### config.mk
export PLATFORM = sky130hd
export DESIGN_NAME = rr_onehot_arbiter
export DESIGN_NICKNAME = d
export VERILOG_FILES = /design/src/rtl/rr_onehot_arbiter_pkg.sv /design/src/rtl/rr_onehot_arbiter_rr_pick.sv /design/src/rtl/rr_onehot_arbiter.sv
export SDC_FILE = /design/constraint.sdc
export NUM_CORES = 1
export LEC_CHECK = 0
export BUFFER_PORTS_ARGS = -buffer_cell sky130_fd_sc_hd__buf_2
export CORE_AREA = 10 10 47 49
export DETAILED_ROUTE_END_ITERATION = 6
export DIE_AREA = 0 0 57 59
export SLEW_MARGIN = 20
export SYNTH_ARGS = -nofsm -noshare
export SYNTH_HDL_FRONTEND = slang
export SYNTH_SLANG_ARGS = --single-unit
### constraint.sdc
create_clock -name clk -period 2.8 [get_ports clk]
set_clock_uncertainty 0.1 [all_clocks]
set_input_delay 0.84 -clock clk [delete_from_list [all_inputs] [get_ports clk]]
set_output_delay 0.84 -clock clk [all_outputs]
set_load 0.05 [all_outputs]
### src/rtl/rr_onehot_arbiter_pkg.sv
// Shared definitions for the round-robin one-hot arbiter: FSM state encoding
// and the default hold limit used when the preemption build option is on.
package rr_onehot_arbiter_pkg;

    typedef enum logic {
        ARB_IDLE = 1'b0,
        ARB_OWN  = 1'b1
    } arb_state_e;

    localparam int ARB_MAX_HOLD_DEFAULT = 8;

endpackage

### src/rtl/rr_onehot_arbiter_rr_pick.sv
// Combinational circular priority picker. Returns the first set bit of req at
// or above the one-hot ptr position, wrapping around. A zero ptr is treated as
// bit 0 so the picker never stalls on a corrupted pointer.
module rr_pick #(
    parameter int N = 4
) (
    input  logic [N-1:0] req,
    input  logic [N-1:0] ptr,
    output logic [N-1:0] pick
);

    logic [N-1:0]   ptr_eff;
    logic [N-1:0]   mask_lo;
    logic [2*N-1:0] req_dbl;
    logic [2*N-1:0] req_lsb;

    // Double-width scan: the lower copy only exposes bits at/above ptr, the
    // upper copy supplies the wrap-around candidates, lowest set bit wins.
    always_comb begin
        ptr_eff = (ptr == '0) ? N'(1) : ptr;
        mask_lo = ~(ptr_eff - N'(1));
        req_dbl = {req, req & mask_lo};
        req_lsb = req_dbl & (~req_dbl + (2*N)'(1));
        pick    = req_lsb[N-1:0] | req_lsb[2*N-1:N];
    end

endmodule

### src/rtl/rr_onehot_arbiter.sv
// Round-robin arbiter with a one-hot rotating priority ring and a registered
// one-hot grant. Ownership is held while the owner keeps req high.
// Build option ARB_PREEMPT_EN: revokes the grant after MAX_HOLD cycles when
// another requester is waiting; without it no hold counter exists.
module rr_onehot_arbiter
    import rr_onehot_arbiter_pkg::*;
#(
    parameter int NREQ     = 4,
    parameter int MAX_HOLD = ARB_MAX_HOLD_DEFAULT,
    parameter int HOLD_W   = 4
) (
    input  logic                    clk,
    input  logic                    reset,
    input  logic [NREQ-1:0]         req,
    output logic [NREQ-1:0]         grant,
    output logic                    grant_valid,
    output logic [$clog2(NREQ)-1:0] grant_idx,
    output logic                    busy
);

    localparam int IDX_W = $clog2(NREQ);

    arb_state_e      state_q, state_d;
    logic [NREQ-1:0] grant_q, grant_d;
    logic [NREQ-1:0] ptr_q, ptr_d;
    logic [NREQ-1:0] pick;
    logic            release_now;

    rr_pick #(.N(NREQ)) u_pick (
        .req  (req),
        .ptr  (ptr_q),
        .pick (pick)
    );

`ifdef ARB_PREEMPT_EN
    logic [HOLD_W-1:0] hold_q, hold_d;
    logic              revoke;

    // Revoke once the owner has used its hold budget and someone else waits.
    always_comb begin
        revoke = (hold_q == HOLD_W'(MAX_HOLD - 1)) && ((req & ~grant_q) != '0);
    end
`endif

    // Next-state logic: grant on IDLE, release (or revoke) on OWN.
    always_comb begin
        state_d     = state_q;
        grant_d     = grant_q;
        ptr_d       = (ptr_q == '0) ? NREQ'(1) : ptr_q;
        release_now = ((req & grant_q) == '0);
`ifdef ARB_PREEMPT_EN
        hold_d      = hold_q;
        release_now = release_now || revoke;
`endif
        case (state_q)
            ARB_IDLE: begin
                if (req != '0) begin
                    grant_d = pick;
                    state_d = ARB_OWN;
`ifdef ARB_PREEMPT_EN
                    hold_d  = '0;
`endif
                end
            end
            ARB_OWN: begin
                if (release_now) begin
                    grant_d = '0;
                    state_d = ARB_IDLE;
                    ptr_d   = {grant_q[NREQ-2:0], grant_q[NREQ-1]};
                    if ({grant_q[NREQ-2:0], grant_q[NREQ-1]} == '0) begin
                        ptr_d = NREQ'(1);
                    end
                end
`ifdef ARB_PREEMPT_EN
                else if (hold_q != HOLD_W'(MAX_HOLD)) begin
                    hold_d = hold_q + HOLD_W'(1);
                end
`endif
            end
            default: begin
                state_d = ARB_IDLE;
                grant_d = '0;
            end
        endcase
    end

    // State, grant and pointer registers; reset clears grant immediately.
    always_ff @(posedge clk or posedge reset) begin
        if (reset) begin
            state_q <= ARB_IDLE;
            grant_q <= '0;
            ptr_q   <= NREQ'(1);
        end else begin
            state_q <= state_d;
            grant_q <= grant_d;
            ptr_q   <= ptr_d;
        end
    end

`ifdef ARB_PREEMPT_EN
    // Consecutive-hold counter, saturating at MAX_HOLD.
    always_ff @(posedge clk or posedge reset) begin
        if (reset) begin
            hold_q <= '0;
        end else begin
            hold_q <= hold_d;
        end
    end
`endif

    // Outputs decoded from the registered grant and state.
    always_comb begin
        grant       = grant_q;
        grant_valid = (grant_q != '0);
        busy        = (state_q == ARB_OWN);
        grant_idx   = '0;
        for (int i = 0; i < NREQ; i++) begin
            if (grant_q[i]) begin
                grant_idx = grant_idx | IDX_W'(i);
            end
        end
    end

endmodule

==> flow_summary_export.csv, run 1 <==
group,metric,value,unit
clocking,clock_tree_from_tritoncts,"built",
clocking,cts.reportedPaths.clkPinSlew,60,ps
global_routing,grt_overflow_total,0,
finish,ff_latch_area,226.5,um2
place,placedCellCount,80,
worst_setup_path,worstPathArrival,1470,ps
worst_setup_path,timing.critical_path.slowest_cell_delay,420,ps
sta,report.final.setup_viol,0,
sta,worst_slew_margin_rel,74.63,%
clocking,tritoncts_num_sinks,9,
route,drcViolationCount,0,
clocking,postCtsHoldBufs,0,
power_and_ir_drop,p_sw_share,52.03,%
place,pre_cts_ws,653.2,ps
synth,post_synth_num_cell_types,30,
worst_setup_path,worstReg2RegStart,"ptr_q[2]",
floorplanning,core_region_area,1401,um2
place,port_buffers,13,
sta,worst_pin_slew,375.3,ps
power_and_ir_drop,sequentialPowerShare,30.1,%
finish,signed_area_change_from_the_synthesized_netlist_to_the_final_layout,20.19,%
synth,synthCells,52,
route,drt.antenna.violating_nets,0,
route,drt_wl_total,1.292,mm
route,detail_route.vias_per_cell,5.607,
route,drt-initial-drc-count,11,
worst_setup_path,required_time_of_the_critical_path,1860,ps
finish,most-common-layout-cells,"sky130_fd_sc_hd__buf_2, sky130_fd_sc_hd__dfrtp_1, sky130_fd_sc_hd__nor2_1, sky130_fd_sc_hd__nand2_1",
synth,postSynthAreaPerCell,10.25,um2
finish,nFillCells,146,
clocking,cts-buffers-inserted,3,
global_routing,grtUsageTotal,8.739,%
floorplanning,floorplan.initialDensity,38.04,%
worst_setup_path,path_cells,"or2_1 > or3_4 > buf_2",
worst_setup_path,critical_path_class,"reg2out",
synth,synth_area,533.0,um2
clocking,htree_num_levels,1,
finish,antenna_cells,0,
sta,setup-tns-final,0,ps
power_and_ir_drop,ir_worst_vdd,0.6760,mV
route,dr.pass1.iters,4,
worst_setup_path,cp_slowest_cell,"sky130_fd_sc_hd__dfrtp_1",
global_routing,grt_pass1_wl,2.373,mm
sta,unrepaired_setup_endpoints_after_global_routing,"false",
power_and_ir_drop,cell_leakage_power,0.3262,nW
power_and_ir_drop,share_clk_of_total_power,11.0,%
worst_setup_path,cp.buffers_inverters,1,
worst_setup_path,path_max_fanout,6,
synth,seq_area_frac_synth,42.49,%
finish,finalNonFillerCells,84,
clocking,insertion_delay,250,ps
route,routed_wirelength_normalized_by_instance_count,15.38,um
floorplanning,dieHeight,59,um
synth,yosys_warnings,0,
floorplanning,die-area,3363,um2
place,gp_routability_congestion,0.7453,
floorplanning,row_count,14,
finish,post_route_cells_drive_above_1_share,36.76,%
clocking,postCtsSetupRepairBufs,0,
hold_path,hold_path.class,"in2async",
synth,synthesis.nets,59,
run,drv_cap,0,
sta,slew_violations,0,
worst_setup_path,critPathCaptureType,"primary output",
global_routing,initial_antenna_violation_count,0,
sta,timing_hold_violations_final,0,
clocking,clk_root_buffer_cell,"sky130_fd_sc_hd__clkbuf_4",
global_routing,grt_start_max_net_pins,10,
place,detailedPlacementHpwl,1.024,mm
floorplanning,die_x,57,um
route,route.vias.total,471,
finish,layout.cells.most_common,"sky130_fd_sc_hd__buf_2",
power_and_ir_drop,pwr_density_cell,1381,nW/um2
finish,multi_input_comb_area,291.5,um2
sta,setup_ws,389.6,ps
synth,synth-seq-cells,9,
worst_setup_path,worstSetupStartpointType,"register",
worst_setup_path,timing.reg2reg.setup_slack,670,ps
sta,fmaxAchievable,0.4149,GHz
clocking,ctsLongestPathBuffers,2,
power_and_ir_drop,combinationalPowerShare,59.0,%
sta,final_min_period_over_clock_period,86.09,%
floorplanning,io_pins,14,
finish,nets,76,
power_and_ir_drop,power.net_switching,460.3,uW
run_status,outcome,"complete, no violations",
sta,finalCriticalPeriod,2410,ps
global_routing,grt_pass1_vias,504,
worst_setup_path,timing.critical_path.max_delay_family,"simple AND/OR/NAND/NOR gates",
worst_setup_path,timing.critical_path.from,"grant[3]",
clocking,cts_repair_resize_count,0,
power_and_ir_drop,cell_int_power,424.4,uW
logic make-up (layout without fill, tap and decap cells):
logic type | after synthesis | count (layout) | synth area share (%)
compound gates | 15 | 15 | 23.71
xor+xnor | 1 | 1 | 1.643
fa+ha+maj | 1 | 1 | 2.347
buf+inv | 4 | 20 | 2.816
flops | 9 | 9 | 42.49
mux | 3 | 3 | 6.338
simple gates | 19 | 19 | 20.66
stage by stage:
stage                     utilization [%]  total power [mW]  area, um2  hold WS (ps)
after floorplan                         -            0.6788      533.0         467.1
after global placement              43.84            0.7937      614.3         463.7
after detailed placement            43.84            0.7930      614.3         473.4
after CTS                           45.71            0.8943      640.6         438.5
after global routing                45.71            0.9566      640.6         454.7
final                               45.71            0.8847      640.6         433.5
worst register-to-register path: stages (launching register included):
cell and delay, ps:
sky130_fd_sc_hd__dfrtp_1 440, sky130_fd_sc_hd__nor3_2 300, sky130_fd_sc_hd__nor2_1 100, sky130_fd_sc_hd__ha_1 200, sky130_fd_sc_hd__xnor2_1 260, sky130_fd_sc_hd__a221oi_1 150
sky130_fd_sc_hd__and3_1 190, sky130_fd_sc_hd__a211o_2 290
cells in the mapped netlist:
cell                       number  area share (%)
sky130_fd_sc_hd__a22oi_1        2             2.8
sky130_fd_sc_hd__nor4b_1        1             1.6
sky130_fd_sc_hd__a211o_2        1             1.9
sky130_fd_sc_hd__or2_1          1             1.2
sky130_fd_sc_hd__a21oi_1        1            0.94
sky130_fd_sc_hd__and3_1         1             1.2
sky130_fd_sc_hd__o21a_1         2             2.8
sky130_fd_sc_hd__clkbuf_1       1            0.70
sky130_fd_sc_hd__mux2_2         3             6.3
sky130_fd_sc_hd__nor2b_1        1             1.2
sky130_fd_sc_hd__nor3b_1        1             1.4
sky130_fd_sc_hd__a221o_1        1             1.9
sky130_fd_sc_hd__a221oi_1       1             1.6
sky130_fd_sc_hd__or2_2          1             1.2
sky130_fd_sc_hd__inv_1          3             2.1
sky130_fd_sc_hd__nand3_1        1            0.94
sky130_fd_sc_hd__or3_4          1             2.1
sky130_fd_sc_hd__and4_1         1             1.6
sky130_fd_sc_hd__o21ai_2        1             1.6
sky130_fd_sc_hd__xnor2_1        1             1.6
sky130_fd_sc_hd__nand2_1        4             2.8
sky130_fd_sc_hd__nor3_2         1             1.9
sky130_fd_sc_hd__nor2_1         5             3.5
sky130_fd_sc_hd__dfstp_2        1             4.9
sky130_fd_sc_hd__dfrtp_1        8              38
sky130_fd_sc_hd__a32o_1         3             5.6
sky130_fd_sc_hd__o32ai_1        1             1.6
sky130_fd_sc_hd__o31ai_1        1             1.4
sky130_fd_sc_hd__ha_1           1             2.3
sky130_fd_sc_hd__a21o_1         1             1.4
layer usage:
metal	vias up	global-route usage (%)	share of wire, %
met5	-	0	0
met4	0	5.034	1.5
met3	4	3.433	5.7
met2	11	12.71	48
met1	225	10.63	45
li1	231	-	-
layout make-up:
cell class	instances	share of cell area, %
tap	16	3.125
timing repair buffer	13	10.16
clock buffer	4	4.102
inverter	3	1.758
multi-input combinational	39	45.51
sequential	9	35.35
power groups by stage:
stage	sequential, mW	combinational (mW)	clock, mW
finish	0.266	0.522	0.0969
global route	0.279	0.569	0.109
CTS	0.265	0.527	0.101
detailed placement	0.268	0.525	0
global placement	0.268	0.526	0
floorplan	0.331	0.348	0
path summary, 6_finish.rpt:
path	cells after the start	endpoint
max reg2reg	7	grant[0]
max	3	grant_valid
max in group asynchronous	2	ptr_q[0]
min in group clk	1	grant[2]
min	2	grant[3]
min reg2reg	1	grant[2]
sequential cells by signal, summed over array words and instances, names as in the netlist:
| signal | flops |
|---|---|
| busy | 1 |
| grant | 4 |
| ptr_q | 4 |
No activity file was read; power rests on OpenSTA's default activity.
==> run 2: changes to the inputs <==
Settings changed: CORE_AREA 10 10 47 49 to 5 5 42 44, DIE_AREA 0 0 57 59 to 0 0 47 49.
==> flow_summary_export.csv, run 2 (synthesis results as in run 1) <==
group,metric,value,unit
floorplanning,dieHeight,49,um
clocking,tritoncts_num_sinks,9,
route,detail_route.vias_per_cell,5.857,
run_status,outcome,"complete, no violations",
place,gp_routability_congestion,0.7365,
route,dr.pass1.iters,4,
place,placed_area,614.3,um2
finish,finish.utilization,45.71,%
power_and_ir_drop,ir_worst_vdd,0.7044,mV
global_routing,initial_antenna_violation_count,0,
place,pre_cts_ws,639.7,ps
sta,worst_pin_slew,374.4,ps
clocking,ctsLongestPathBuffers,2,
finish,post_route_cells_drive_above_1_share,36.76,%
place,port_buffers,13,
finish,most-common-layout-cells,"sky130_fd_sc_hd__buf_2, sky130_fd_sc_hd__dfrtp_1, sky130_fd_sc_hd__nor2_1, sky130_fd_sc_hd__nand2_1",
worst_setup_path,worst-r2r-cell-count,7,
route,drt-initial-drc-count,22,
worst_setup_path,path_max_fanout,6,
worst_setup_path,cp_slowest_cell,"sky130_fd_sc_hd__dfrtp_1",
route,drcViolationCount,0,
power_and_ir_drop,finalPower,894.6,uW
worst_setup_path,timing.reg2reg.setup_slack,670,ps
worst_setup_path,path_cells,"or2_1 > or3_4 > buf_2",
sta,unrepaired_setup_endpoints_after_global_routing,"false",
sta,fmaxAchievable,0.4087,GHz
route,drt.antenna.violating_nets,0,
finish,finalInstanceArea,640.6,um2
place,placedCellCount,80,
clocking,htree_num_levels,1,
worst_setup_path,required_time_of_the_critical_path,1860,ps
sta,setup_ws,353.2,ps
finish,signed_area_change_from_the_synthesized_netlist_to_the_final_layout,20.19,%
floorplanning,die-area,2303,um2
place,detailedPlacementHpwl,964,um
worst_setup_path,timing.critical_path.max_delay_family,"simple AND/OR/NAND/NOR gates",
route,drt_wl_total,1.290,mm
sta,setup-tns-final,0,ps
global_routing,grt_overflow_total,0,
floorplanning,io_pins,14,
sta,hold-worst-slack,433.5,ps
worst_setup_path,critical_path_class,"reg2out",
worst_setup_path,critPathCaptureType,"primary output",
clocking,clock_tree_from_tritoncts,"built",
finish,nets,76,
clocking,clk_root_buffer_cell,"sky130_fd_sc_hd__clkbuf_4",
run,drv_cap,0,
clocking,cts_repair_resize_count,0,
clocking,insertion_delay,260,ps
sta,worst_slew_margin_rel,74.69,%
worst_setup_path,timing.critical_path.slowest_cell_delay,430,ps
clocking,postCtsSetupRepairBufs,0,
worst_setup_path,worst-path-stages,3,
power_and_ir_drop,pwr_density_cell,1396,nW/um2
global_routing,grt_pass1_vias,457,
floorplanning,core_region_area,1401,um2
sta,final_min_period_over_clock_period,87.39,%
power_and_ir_drop,cell_leakage_power,0.3262,nW
worst_setup_path,worstSetupStartpointType,"register",
worst_setup_path,worstReg2RegStart,"ptr_q[2]",
hold_path,hold_path.class,"in2async",
floorplanning,floorplan.initialDensity,38.04,%
sta,slew_violations,0,
worst_setup_path,worstPathArrival,1510,ps
global_routing,grt_start_max_net_pins,10,
route,routed_wirelength_normalized_by_instance_count,15.36,um
floorplanning,row_count,14,
sta,finalCriticalPeriod,2447,ps
clocking,postCtsHoldBufs,0,
finish,layout.cells.most_common,"sky130_fd_sc_hd__buf_2",
sta,timing_hold_violations_final,0,
global_routing,grt_pass1_wl,2.083,mm
finish,finalNonFillerCells,84,
clocking,cts.reportedPaths.clkPinSlew,60,ps
worst_setup_path,cp.buffers_inverters,1,
worst_setup_path,worstReg2RegEnd,"grant[0]",
finish,antenna_cells,0,
floorplanning,die_x,47,um
route,route.vias.total,492,
clocking,cts-buffers-inserted,3,
sta,report.final.setup_viol,0,
global_routing,grtUsageTotal,12.38,%
[run 2: worst reg2reg max path, stage by stage (launching register included)]
cell and delay (ps):
sky130_fd_sc_hd__dfrtp_1 450, sky130_fd_sc_hd__nor3_2 290, sky130_fd_sc_hd__nor2_1 100, sky130_fd_sc_hd__ha_1 200, sky130_fd_sc_hd__xnor2_1 240, sky130_fd_sc_hd__a221oi_1 140
sky130_fd_sc_hd__and3_1 190, sky130_fd_sc_hd__a211o_2 300
[run 2: worst max-delay path by stage]
stage                   from     endpoint  slack (ps)
global placement    ptr_q[2]     grant[0]         670
floorplan           grant[3]  grant_valid         290
CTS                 grant[3]  grant_valid         350
detailed placement  grant[3]  grant_valid         640
finish              grant[3]  grant_valid         350
global route        grant[3]  grant_valid         310
[run 2: per-layer routing]
metal / wire length (um) / global-route usage, % / part of all wire, %
met1: 567 / 17.05 / 44
met2: 622 / 17.42 / 48
met3: 88 / 3.690 / 6.8
met4: 12 / 5.530 / 0.93
met5: 0 / 0 / 0
[run 2: layout make-up]
type	count	area [um2]
clock buffers	4	26.28
fillers	146	760.7
inverters	3	11.26
multi-input cells	39	291.5
flip-flops and latches	9	226.5
well taps	16	20.02
repair buffers	13	65.06
[run 2: power by group]
part	internal (mW)	switching, mW
clock	0.0550	0.0457
sequential	0.187	0.0824
combinational	0.184	0.341
total	0.426	0.469
